`src/rtl/capa_transaccion_param.sv`:
```
// Parametrised transaction layer: one input FIFO feeds N_CH output FIFOs, steered by
// the top DEST_W bits of each word, with threshold flags and delivered/overflow counters.
module capa_transaccion_param #(
  parameter  int DATA_W = 12,
  parameter  int N_CH   = 4,
  parameter  int DEPTH  = 8,
  parameter  int STAT_W = 8,
  localparam int DEST_W = $clog2(N_CH),
  localparam int CNT_W  = $clog2(DEPTH) + 1
) (
  input  logic                   clk,
  input  logic                   reset,
  input  logic [DATA_W-1:0]      FIFO_in,
  input  logic                   PUSH,
  input  logic                   Enable,
  input  logic [N_CH-1:0]        pop,
  input  logic [CNT_W-1:0]       umbral_bajo,
  input  logic [CNT_W-1:0]       umbral_alto,
  input  logic                   init,
  input  logic                   req,
  input  logic [DEST_W:0]        idx,
  output logic [N_CH*DATA_W-1:0] data_out,
  output logic [N_CH-1:0]        valid_out,
  output logic                   almost_full_in,
  output logic [N_CH-1:0]        almost_empty,
  output logic [N_CH-1:0]        almost_full,
  output logic                   error,
  output logic                   idle,
  output logic [STAT_W-1:0]      salida_contador,
  output logic                   valid_contador
);

  localparam int PTR_W = CNT_W - 1;

  typedef enum logic [1:0] {S_RESET, S_INIT, S_IDLE, S_ACTIVE} state_t;

  state_t              state_q, state_d;
  logic [CNT_W-1:0]    bajo_q, alto_q;

  logic [DATA_W-1:0]   in_mem [DEPTH];
  logic [PTR_W-1:0]    in_wr_q, in_rd_q;
  logic [CNT_W-1:0]    in_cnt_q;

  logic [DATA_W-1:0]   out_mem  [N_CH][DEPTH];
  logic [PTR_W-1:0]    out_wr_q [N_CH];
  logic [PTR_W-1:0]    out_rd_q [N_CH];
  logic [CNT_W-1:0]    out_cnt_q [N_CH];

  logic [STAT_W-1:0]   deliv_q [N_CH];
  logic [STAT_W-1:0]   ovf_q;

  logic [DATA_W-1:0]   head;
  logic [DEST_W-1:0]   dest;
  logic                routing_state, push_ok, push_ref, route, any_data, live;
  logic [N_CH-1:0]     out_thr_full, pop_ok, route_to;

  assign head = in_mem[in_rd_q];
  assign dest = head[DATA_W-1 -: DEST_W];

  // NOTE: every signal driven from always_comb gets a default first so no path
  // leaves it unassigned, which would otherwise infer a latch.
  always_comb begin
    routing_state = (state_q == S_IDLE) || (state_q == S_ACTIVE);
    push_ok       = PUSH && (in_cnt_q < CNT_W'(DEPTH));
    push_ref      = PUSH && !push_ok;
    any_data      = (in_cnt_q != '0);
    out_thr_full  = '0;
    pop_ok        = '0;
    route_to      = '0;
    for (int k = 0; k < N_CH; k++) begin
      out_thr_full[k] = (out_cnt_q[k] >= alto_q);
      pop_ok[k]       = pop[k] && (out_cnt_q[k] != '0);
      any_data        = any_data || (out_cnt_q[k] != '0);
    end
    // Head-of-line: a blocked head stalls the whole input FIFO.
    route = routing_state && Enable && (in_cnt_q != '0) && !out_thr_full[dest];
    for (int k = 0; k < N_CH; k++) begin
      route_to[k] = route && (dest == DEST_W'(k));
    end
  end

  always_comb begin
    state_d = state_q;
    case (state_q)
      S_RESET:  state_d = S_INIT;
      S_INIT:   if (!init) state_d = S_IDLE;
      S_IDLE:   if (init) state_d = S_INIT;
                else if (any_data) state_d = S_ACTIVE;
      S_ACTIVE: if (init) state_d = S_INIT;
                else if (!any_data) state_d = S_IDLE;
      default:  state_d = S_RESET;
    endcase
  end

  // Flags are masked only while the FSM sits in RESET; afterwards they follow counts.
  always_comb begin
    live           = (state_q != S_RESET);
    idle           = (state_q == S_IDLE);
    almost_full_in = live && (in_cnt_q >= alto_q);
    almost_empty   = '0;
    almost_full    = '0;
    for (int k = 0; k < N_CH; k++) begin
      almost_empty[k] = live && (out_cnt_q[k] <= bajo_q);
      almost_full[k]  = live && out_thr_full[k];
    end
  end

  // NOTE: sequential state uses non-blocking assignments so every register samples
  // the pre-edge values, regardless of statement order.
  always_ff @(posedge clk or negedge reset) begin
    if (!reset) begin
      state_q <= S_RESET;
      bajo_q  <= '0;
      alto_q  <= '0;
    end else begin
      state_q <= state_d;
      if (state_q == S_INIT) begin
        bajo_q <= umbral_bajo;
        alto_q <= umbral_alto;
      end
    end
  end

  // NOTE: storage arrays carry no reset; emptiness is defined by the pointers and
  // counts, so clearing the data itself would only cost reset fan-out.
  always_ff @(posedge clk) begin
    if (push_ok) in_mem[in_wr_q] <= FIFO_in;
    for (int k = 0; k < N_CH; k++) begin
      if (route_to[k]) out_mem[k][out_wr_q[k]] <= head;
    end
  end

  always_ff @(posedge clk or negedge reset) begin
    if (!reset) begin
      in_wr_q  <= '0;
      in_rd_q  <= '0;
      in_cnt_q <= '0;
      error    <= 1'b0;
    end else begin
      if (push_ok) in_wr_q <= in_wr_q + PTR_W'(1);
      if (route)   in_rd_q <= in_rd_q + PTR_W'(1);
      in_cnt_q <= in_cnt_q + CNT_W'(push_ok) - CNT_W'(route);
      if (push_ref) error <= 1'b1;
    end
  end

  always_ff @(posedge clk or negedge reset) begin
    if (!reset) begin
      data_out  <= '0;
      valid_out <= '0;
      for (int k = 0; k < N_CH; k++) begin
        out_wr_q[k]  <= '0;
        out_rd_q[k]  <= '0;
        out_cnt_q[k] <= '0;
      end
    end else begin
      for (int k = 0; k < N_CH; k++) begin
        if (route_to[k]) out_wr_q[k] <= out_wr_q[k] + PTR_W'(1);
        if (pop_ok[k]) begin
          out_rd_q[k]                   <= out_rd_q[k] + PTR_W'(1);
          data_out[k*DATA_W +: DATA_W]  <= out_mem[k][out_rd_q[k]];
        end
        valid_out[k] <= pop_ok[k];
        out_cnt_q[k] <= out_cnt_q[k] + CNT_W'(route_to[k]) - CNT_W'(pop_ok[k]);
      end
    end
  end

  // Reads sample the counters before this edge's increment lands.
  always_ff @(posedge clk or negedge reset) begin
    if (!reset) begin
      ovf_q           <= '0;
      valid_contador  <= 1'b0;
      salida_contador <= '0;
      for (int k = 0; k < N_CH; k++) deliv_q[k] <= '0;
    end else begin
      valid_contador <= 1'b0;
      if (req && (state_q != S_RESET)) begin
        valid_contador  <= 1'b1;
        salida_contador <= (idx < (DEST_W+1)'(N_CH)) ? deliv_q[idx[DEST_W-1:0]] : ovf_q;
      end
      if (state_q == S_INIT) begin
        ovf_q <= '0;
        for (int k = 0; k < N_CH; k++) deliv_q[k] <= '0;
      end else begin
        if (push_ref) ovf_q <= ovf_q + STAT_W'(1);
        for (int k = 0; k < N_CH; k++) begin
          if (pop_ok[k]) deliv_q[k] <= deliv_q[k] + STAT_W'(1);
        end
      end
    end
  end

endmodule

```
`config.mk`:
```
export PLATFORM = sky130hd
export DESIGN_NAME = capa_transaccion_param
export DESIGN_NICKNAME = d
export VERILOG_FILES = /design/src/rtl/capa_transaccion_param.sv
export SDC_FILE = /design/constraint.sdc
export NUM_CORES = 1
export LEC_CHECK = 0
export CORE_MARGIN = 1
export CORE_UTILIZATION = 30
export CTS_BUF_LIST = sky130_fd_sc_hd__clkbuf_16
export CTS_CLUSTER_DIAMETER = 100
export DETAILED_ROUTE_END_ITERATION = 7
export GPL_TIMING_DRIVEN = 0
export HOLD_SLACK_MARGIN = 0.1
export PLACE_DENSITY_LB_ADDON = 0.3
export SYNTH_ARGS = -nofsm -noshare
export SYNTH_HDL_FRONTEND = slang
export SYNTH_SLANG_ARGS = --single-unit
```
`constraint.sdc`:
```
create_clock -name clk -period 4.5 [get_ports clk]
set_input_delay 0.9 -clock clk [delete_from_list [all_inputs] [get_ports clk]]
set_output_delay 0.9 -clock clk [all_outputs]
set_load 0.05 [all_outputs]
```
==> impl_results.md <==
* Yosys warning count at 0
* Count of final max-slew check failures at 0
* MaxCap Viol Count at 0
* # diodes at 0
* Synth top cells by count: edfxtp_1, dfrtp_1, mux4_2
* R2R Path Start: in_rd_q[1]$_DFFE_PN0P_
* Critical Setup Path Class: reg2out
* Synth unique cells at 40
* Design Area, Final at 31,200 um^2
* Pre-CTS WS at 27.2 ps
* Main flop type after synthesis: edfxtp_1
* Final Skew at 17.1 ps
* CTS Buf Count at 69
* Worst reg2reg path depth at 8
* Most frequent cell after synthesis: edfxtp_1
* CP max-delay cell: clkdlybuf4s50_1
* DR vias/cell at 4.63
* Placed Cells at 2,772
* Fraction of registers with async set/reset at 25.2%
* Mean post-synth cell area at 17.4 um^2
* Wire length per cell at 19.6 um
* Detail Route Antenna Nets at 0
* Fillcell total at 7,890
* Largest stage delay, worst path at 800 ps
* I/O pin total at 105
* Maximum fanout along the worst path at 6
* Total wire length at 56.8 mm
* Synth top area cells: edfxtp_1, dfrtp_1, mux4_2, ha_1, mux2i_1
* Final Instance Count excl. Fillers at 2,901
* Placed Area at 28,900 um^2
* Worst slew pin tran at 1330 ps
* Htree depth at 3
* Peak supply drop at 0.000391 V
* GPL Wtd Cong at 0.777
* Vias in the first global route at 14,500
* Worst setup EP type: output pin
* Hpwl dp at 37.3 mm
* Tot GR Track Use at 13.1%
* Final Cycle Share at 92.4%
* Worst Setup Start Kind: register
* FF-to-FF End: out_mem[3][18]$_DFFE_PP_
* DRT iter0 DRCs at 786
* Clock Path Buffers at 3
* Initial antenna violation count at 4
* Slew Limit Headroom at 10.8%
* Clock sink total at 642
* Crit-path cells: ha_1 > nand2b_1 > a21oi_1 > o21ai_0 > o21a_1 > clkdlybuf4s50_1
* DRT met1 WL at 24.8 mm
* Met2 wire len at 28.0 mm
* Multi-input gate area at 7340 um^2
* Final nets at 1,817
* Final worst setup slack at 342 ps
* Hold WC Path Type: in2async
* Die width at 297 um
* Mapped cell area at 26,200 um^2
* Row cnt at 107
* Core Area at 85,800 um^2
* Outcome: completed
* Top sig layer: met5
* Sequential share of the synthesized area at 70.6%
* Clock transition at the registers of the reported paths at 60 ps
* RSZ-0062 raised after global routing: no
* Post-synth EDFFs at 480
* Worst EP required at 3600 ps
* Fmax at 0.241 GHz
* Final Hold Viols at 0
* First-pass iteration count of the detailed router at 5
* Top-area cell type share of the netlist area at 55.1%
* Die Area at 88,400 um^2
* Via count at 13,400
* Area grow syn2layout at 19.1%
* Synthesized net count at 1,622
* Min cycle time layout at 4160 ps
* Initial Util at 30.5%
* First-pass GRT wire length at 88.0 mm
* Fraction of layout instances using a drive strength above 1 at 17.3%
* R2r setup slk at 390 ps
* CTS tree: done
* Met3 WL post-DR at 2.36 mm
* Register area at 18,500 um^2
* Synthesized flop and latch total at 642
* Largest net degree at the start of global routing at 111
* Final Hold Slack at 235 ps
* Root Driver: clkbuf_16
* Syn Inst Count at 1,508
* Port Buf Inserts at 101
* Final setup fails at 0
* Drt drc at 0
* Die Y at 297 um
* Leakage at 11.1 nW
* Setup bufs post-CTS at 0
* Crit path DAT at 3260 ps
* Post-synth top area cell: edfxtp_1
* Areal power density over the cells at 675 nW/um^2
* Worst-Skew Late Latency at 590 ps
* Gr ovfl total at 0
-- what timing repair did --
item | CTS | global route
gates resized for setup | 0 | 2
endpoints found under the setup margin | 0 | 24
hold buffers | 0 | 0
-- cells by family (layout without fill, tap and decap cells) --
family / after synthesis / in the layout / share of synthesized area, %
xor gates and xnor gates: 57 / 57 / 1.91
AOI/OAI and AO/OA: 127 / 127 / 2.63
DFF: 642 / 642 / 70.6
buffers and inverters: 119 / 368 / 1.75
adders and majority gates: 81 / 81 / 4.02
and+or+nand+nor: 275 / 275 / 4.93
muxes: 207 / 207 / 14.2
-- layout by cell type (no fill, tap or decap), types with 59 or more instances in the layout --
cell type,instances
clkbuf_16,71
o21ai_0,79
dfrtp_1,162
ha_1,76
nand2_1,125
mux4_2,128
mux2i_1,59
edfxtp_1,480
clkdlybuf4s50_1,100
inv_1,62
-- state kept, by name (all words and copies together), names as in the netlist --
signal / count
in_rd_q: 3
deliv_q: 32
in_wr_q: 3
error: 1
in_mem: 96
out_cnt_q: 16
ovf_q: 8
out_rd_q: 12
valid_out: 4
out_mem: 384
bajo_q: 4
out_wr_q: 12
data_out: 48
in_cnt_q: 4
alto_q: 4
valid_contador: 1
state_q: 2
salida_contador: 8
-- how the worst max path moves through the flow --
stage | startpoint | end | slack, ps | cells after the start
3_5_place_dp | Enable | out_mem[3][26]$_DFFE_PP_ | 30 | 7
4_1_cts | in_rd_q[1]$_DFFE_PN0P_ | out_mem[3][26]$_DFFE_PP_ | 30 | 7
2_1_floorplan | in_rd_q[0]$_DFFE_PN0P_ | out_mem[1][60]$_DFFE_PP_ | 1080 | 7
3_3_place_gp | reset | data_out[43]$_DFFE_PN0P_ | -4700 | 1
6_report | alto_q[0]$_DFFE_PN0P_ | almost_full[0] | 340 | 6
5_1_grt | in_rd_q[1]$_DFFE_PN0P_ | in_cnt_q[3]$_DFF_PN0_ | 100 | 13
-- report_power, final --
group / switching (mW) / internal [mW]
combinational: 4.56 / 2.63
clock: 2.31 / 3.16
sequential: 0.466 / 7.89
-- layer usage --
layer,GRT usage (%),up-vias
met5,0,-
li1,-,6134
met4,4.98,8
met1,16.7,6974
met3,2.56,94
met2,21.8,223
-- critical path: cells and delay by family, from the launching register on --
kind / cells / cell delay (ps)
AND/OR/NAND/NOR: 1 / 90
adder cells (fa/ha/maj): 1 / 320
flip-flops: 1 / 490
buffers and inverters: 1 / 800
AO/OA/AOI/OAI: 3 / 970
-- layout make-up --
cell class	instances	area share [%]
tap	1144	4.59
inverter	53	0.639
sequential	642	59.3
timing repair buffer	124	4.14
clock buffer	71	5.70
buffer	66	0.835
multi-input combinational	747	23.6
clock inverter	54	1.25
-- metrics by stage --
step / utilization (%) / setup TNS [ps] / power, mW
after floorplan: - / 0 / 13.2
after global placement: 33.3 / -803910 / 15.6
after detailed placement: 33.7 / 0 / 15.8
after CTS: 36.2 / 0 / 21.4
after global routing: 36.3 / 0 / 22.2
final: 36.3 / 0 / 21.0
No activity file was read; power rests on OpenSTA's default activity.
==> RTL change 1: new RTL, same settings <==
The parameter `N_CH` goes from 4 to 8.
--- a/src/rtl/capa_transaccion_param.sv
+++ b/src/rtl/capa_transaccion_param.sv
@@ -3,5 +3,5 @@
 module capa_transaccion_param #(
   parameter  int DATA_W = 12,
-  parameter  int N_CH   = 4,
+  parameter  int N_CH   = 8,
   parameter  int DEPTH  = 8,
   parameter  int STAT_W = 8,
Interface: changed (6 resized); port bits go from 105 to 170. No check against the original RTL was run, so the function may have changed too.
==> RTL change 1 against the unedited design <==
  * Utilization fell by 0.095 points
  * Largest cell class unchanged
  * Sequential cell count rose by 508
  * Sequential share of layout area fell by 0.28 points
  * Critical path depth rose by 3
  * Global-route usage grew 1.4 points
  * Synthesized area up 80%
  * Synthesized cell count up 81%
  * Setup slack got worse by 0.18 ns
  * Clock skew is 0.0074 ns higher
  * Final area increased by 80%
  * Final cell count grew 80%
  * Wire length grew 100%
  * Total power grew 84%
  * Largest power group unchanged
  * Sequential power rose by 81%
==> RTL change 1: results (changes against the unedited design) <==
| Metric | Value |
|---|---|
| HPWL Detailed | 74130 um (+99%) |
| DRT iter0 DRCs | 1488 (+89%) |
| Tapcell Cnt | 2044 (+79%) |
| EDFF count, synth | 864 (+80%) |
| Mean Syn Cell Area | 17.29 um2 (-0.35%) |
| Total track usage | 14.42% (+1.4 points) |
| GR Util met1 | 19.38% (+2.6 points) |
| Synth top area cells | edfxtp_1 (55%), dfrtp_1 (15%), mux4_2 (11%), ha_1 (3.7%), mux2i_1 (2.2%) |
| Met2 Usage GRT | 23.73% (+1.9 points) |
| Fillers | 14517 (+84%) |
| Worst Clk Skew | 0.02444 ns (+0.007354 ns) |
| Count of multi-input gates | 1354 (+81%) |
| Layout cells sized above 1 | 17.74% (+0.44 points) |
| Routed wl met3 | 6168 um (+160%) |
| Layout Nets | 3242 (+78%) |
| Post-place instance area | 52070 um2 (+80%) |
| Routability cong. | 0.7793 (+0.28%) |
| Setup crit end | almost_empty[1] |
| CP max stage delay | 0.61 ns (-0.19 ns) |
| Vias in the first global route | 25059 (+73%) |
| Met3 Usage GRT | 2.847% (+0.28 points) |
| Largest net degree at the start of global routing | 107 (-3.6%) |
| Sequential share of cell area | 59.00% (-0.28 points) |
| Reg2Reg Depth | 7 (-1) |
| Vias per Instance | 4.668 (+0.81%) |
| Leakage | 19.99 nW (+80%) |
| Buffering overhead | 4.875% (-0.11 points) |
| Clock Network Area Fraction | 7.035% (+0.080 points) |
| Area occupied by multi-input gates | 13400 um2 (+83%) |
| Met2 WL | 55750 um (+99%) |
| DP Cell Count | 4976 (+80%) |
| Crit-path leading delay family | buffers and inverters |
| Top sig layer | met4 |
| Slowest-stage cell, CP | dlygate4sd2_1 |
| Status | completed |
| Post-synth top cells | edfxtp_1 (864), dfrtp_1 (286), mux4_2 (232), nand2_1 (224), o21ai_0 (142) |
| Max reg flops | 768 (+100%) |
| First-pass GRT wire length | 168200 um (+91%) |
| IO Port Bufs | 165 (+63%) |
| Crit path from | bajo_q[1] |
| Post-Place Worst Slack | -0.3021 ns (-0.3293 ns) |
| M1 WL | 49710 um (+100%) |
[RTL change 1: logic make-up (layout without fill, tap and decap cells)]
| logic type | count (synthesis) | count (layout) | share of synthesized area, % |
|---|---|---|---|
| adder cells (fa/ha/maj) | 149 | 149 | 4.105 |
| other | 0 | 3 | 0 |
| flip-flops | 1150 | 1150 | 70.33 |
| buffers and inverters | 218 | 658 | 1.802 |
| AND/OR/NAND/NOR | 508 | 508 | 5.250 |
| multiplexers | 361 | 361 | 13.92 |
| XOR/XNOR | 101 | 101 | 1.879 |
| AO/OA/AOI/OAI | 235 | 235 | 2.717 |
[RTL change 1: what timing repair did]
action | in CTS | in global routing
resized for setup | 17 | 5
endpoints found under the hold margin | 0 | 0
endpoints found under the setup margin | 103 | 5
[RTL change 1: report_power, final]
group | switching [W] | total (W) | internal (W) | leakage (nW)
sequential | 0.000873 | 0.0151 | 0.0142 | 11.4
combinational | 0.00888 | 0.0137 | 0.00478 | 6.59
clock | 0.00421 | 0.00990 | 0.00568 | 2.04
==> RTL change 2: new RTL, config.mk and constraints unchanged <==
Without the edit above. The 4 states of `state_t` get a one-hot encoding in 4 bits.
--- a/src/rtl/capa_transaccion_param.sv
+++ b/src/rtl/capa_transaccion_param.sv
@@ -33,5 +33,5 @@
   localparam int PTR_W = CNT_W - 1;
 
-  typedef enum logic [1:0] {S_RESET, S_INIT, S_IDLE, S_ACTIVE} state_t;
+  typedef enum logic [3:0] {S_RESET = 4'b0001, S_INIT = 4'b0010, S_IDLE = 4'b0100, S_ACTIVE = 4'b1000} state_t;
 
   state_t              state_q, state_d;
Behaviour: no difference found for any inputs over 4 cycles, from zero or initial values and one cycle with reset low; so few cycles prove little.
==> RTL change 2 against the unedited design <==
  * Utilization is 0.16 points lower
  * Combinational power up 0.6%
  * Largest cell class unchanged
  * Highest routed layer unchanged
  * Global-route usage is essentially flat
  * Wire length grew 0.57%
  * Sequential share of layout area decreased by 0.32 points
  * Maximum frequency shrank 3.2%
  * First-iteration DRC count is 14% higher
  * Critical path depth grew 1
  * Largest power group unchanged
  * Total power is 1.4% lower
  * Final area increased by 0.82%
  * Setup slack worse by 0.14 ns
  * Synthesized area rose by 0.77%
  * Sequential cell count increased by 2
==> RTL change 2: results (changes against the unedited design) <==
| Metric | Value |
|---|---|
| Layout cells sized above 1 | 17.25% (-0.047 points) |
| Post-synth top cells | edfxtp_1 (480), dfrtp_1 (163), mux4_2 (128), nand2_1 (121), ha_1 (76) |
| Worst Clk Skew | 0.02650 ns (+0.009414 ns) |
| Syn nets | 1648 (+1.6%) |
| Total track usage | 13.02% (-0.047 points) |
| Synth Instances | 1534 (+1.7%) |
| Clock buffer count from CTS | 68 (-1.4%) |
| Peak VDD IR | 445.0 uV (+14%) |
| Routability cong. | 0.7815 (+0.57%) |
| First-pass GRT wire length | 88030 um (about the same) |
| Post-Place Worst Slack | 0.03871 ns (+0.01154 ns) |
| Slew @ Worst Pin | 1.331 ns (-0.001235 ns) |
| Synth top area cells | edfxtp_1 (55%), dfrtp_1 (15%), mux4_2 (11%), ha_1 (3.6%), mux2i_1 (2.2%) |
| # Post-CTS Setup Buffers | 0 (unchanged) |
| Total vias in the final route | 13510 (+0.57%) |
| Routed wire length | 57170 um (+0.57%) |
| Final Cycle Share | 95.42% (+3.0 points) |
| CP arrival | 3.39 ns (+0.13 ns) |
| Crit-path max FO | 6 (unchanged) |
| Ys async rst share | 25.47% (+0.23 points) |
| Fillers | 8088 (+2.5%) |
| HPWL Detailed | 37770 um (+1.2%) |
| DRT iter0 DRCs | 894 (+14%) |
| Largest net degree at the start of global routing | 117 (+5.4%) |
| Layout Nets | 1844 (+1.5%) |
| Leakage | 11.26 nW (+1.5%) |
| Status | completed |
| DP Cell Count | 2813 (+1.5%) |
| Power per cell area | 660.1 nW/um2 (-2.2%) |
| Vias per Instance | 4.594 (-0.79%) |
| R2R Setup Slk | 0.33 ns (-0.06 ns) |
| Count of cell types in the netlist | 50 (+25%) |
| Seq/Total Area, Yosys | 70.24% (-0.34 points) |
| Initial antenna violation count | 3 (-1) |
| Worst skew pair latency | 0.62 ns (+0.03 ns) |
[RTL change 2: per-stage QoR]
step | hold WS [ns] | instance area (um2) | TNS, ns | util [%]
6_report | 0.2142 | 31410 | 0 | 36.15
4_1_cts | 0.2019 | 31380 | 0 | 36.12
3_3_place_gp | 0.4586 | 28820 | -854.86 | 33.17
3_5_place_dp | 0.4680 | 29210 | 0 | 33.62
5_1_grt | 0.2387 | 31410 | 0 | 36.15
2_1_floorplan | 0.4574 | 26370 | 0 | -
[RTL change 2: final timing paths]
path                       startpoint              to  cells past startpoint
max                         alto_q[0]  almost_full[0]                      7
max in group asynchronous       reset    data_out[16]                      2
min                             reset     in_cnt_q[3]                      1
min reg2reg                     error           error                      1
max reg2reg                in_rd_q[2]   out_mem[3][6]                      7
min in group clk                error           error                      1
[RTL change 2: critical path: stages (launching register included)]
cell and delay (ns):
dfrtp_1 0.50, ha_1 0.34, nand2b_1 0.10, a21oi_1 0.07, o21ai_0 0.76, inv_1 0.10, nor2_1 0.13, clkdlybuf4s50_1 0.81
[RTL change 2: logic make-up (layout without fill, tap and decap cells)]
logic type      count (synthesis)  after routing  share of synthesized area (%)
other cells                     0              1                              0
simple gates                  290            290                          5.248
mux                           205            205                          13.97
buf+inv                       124            375                          1.841
xor+xnor                       58             58                          1.927
flops                         644            644                          70.24
fa+ha+maj                      81             81                          3.986
compound gates                132            132                          2.795
[RTL change 2: power breakdown]
group | switching, W | leakage [nW] | total (W) | internal [W]
logic | 0.00449 | 3.74 | 0.00724 | 0.00276
registers | 0.000529 | 6.37 | 0.00804 | 0.00751
clock network | 0.00227 | 1.15 | 0.00544 | 0.00317
total | 0.00729 | 11.3 | 0.0207 | 0.0134
[RTL change 2: metal layers]
metal	routed length, um	part of all wire (%)	global-route usage [%]
met3	2550	4.5	2.646
met1	25280	44	17.12
met4	1460	2.6	4.591
met2	27840	49	21.37
met5	39	0.068	0
[RTL change 2: cell type report]
type                    count  area, um2  area share [%]
plain buffers              65      264.0          0.8405
multi-input cells         766       7477           23.80
flip-flops and latches    644      18520           58.96
clock inverters            55      415.4           1.322
diodes                      1      2.502        0.007967
repair buffers            126       1314           4.183
inverters                  59      221.5          0.7051
clock buffers              70       1752           5.577
well taps                1155       1445           4.601
[RTL change 2: timing repair]
action,4_1_cts,5_1_grt
hold buffers,0,0
gates resized for setup,0,1
endpoints found under the setup margin,0,12
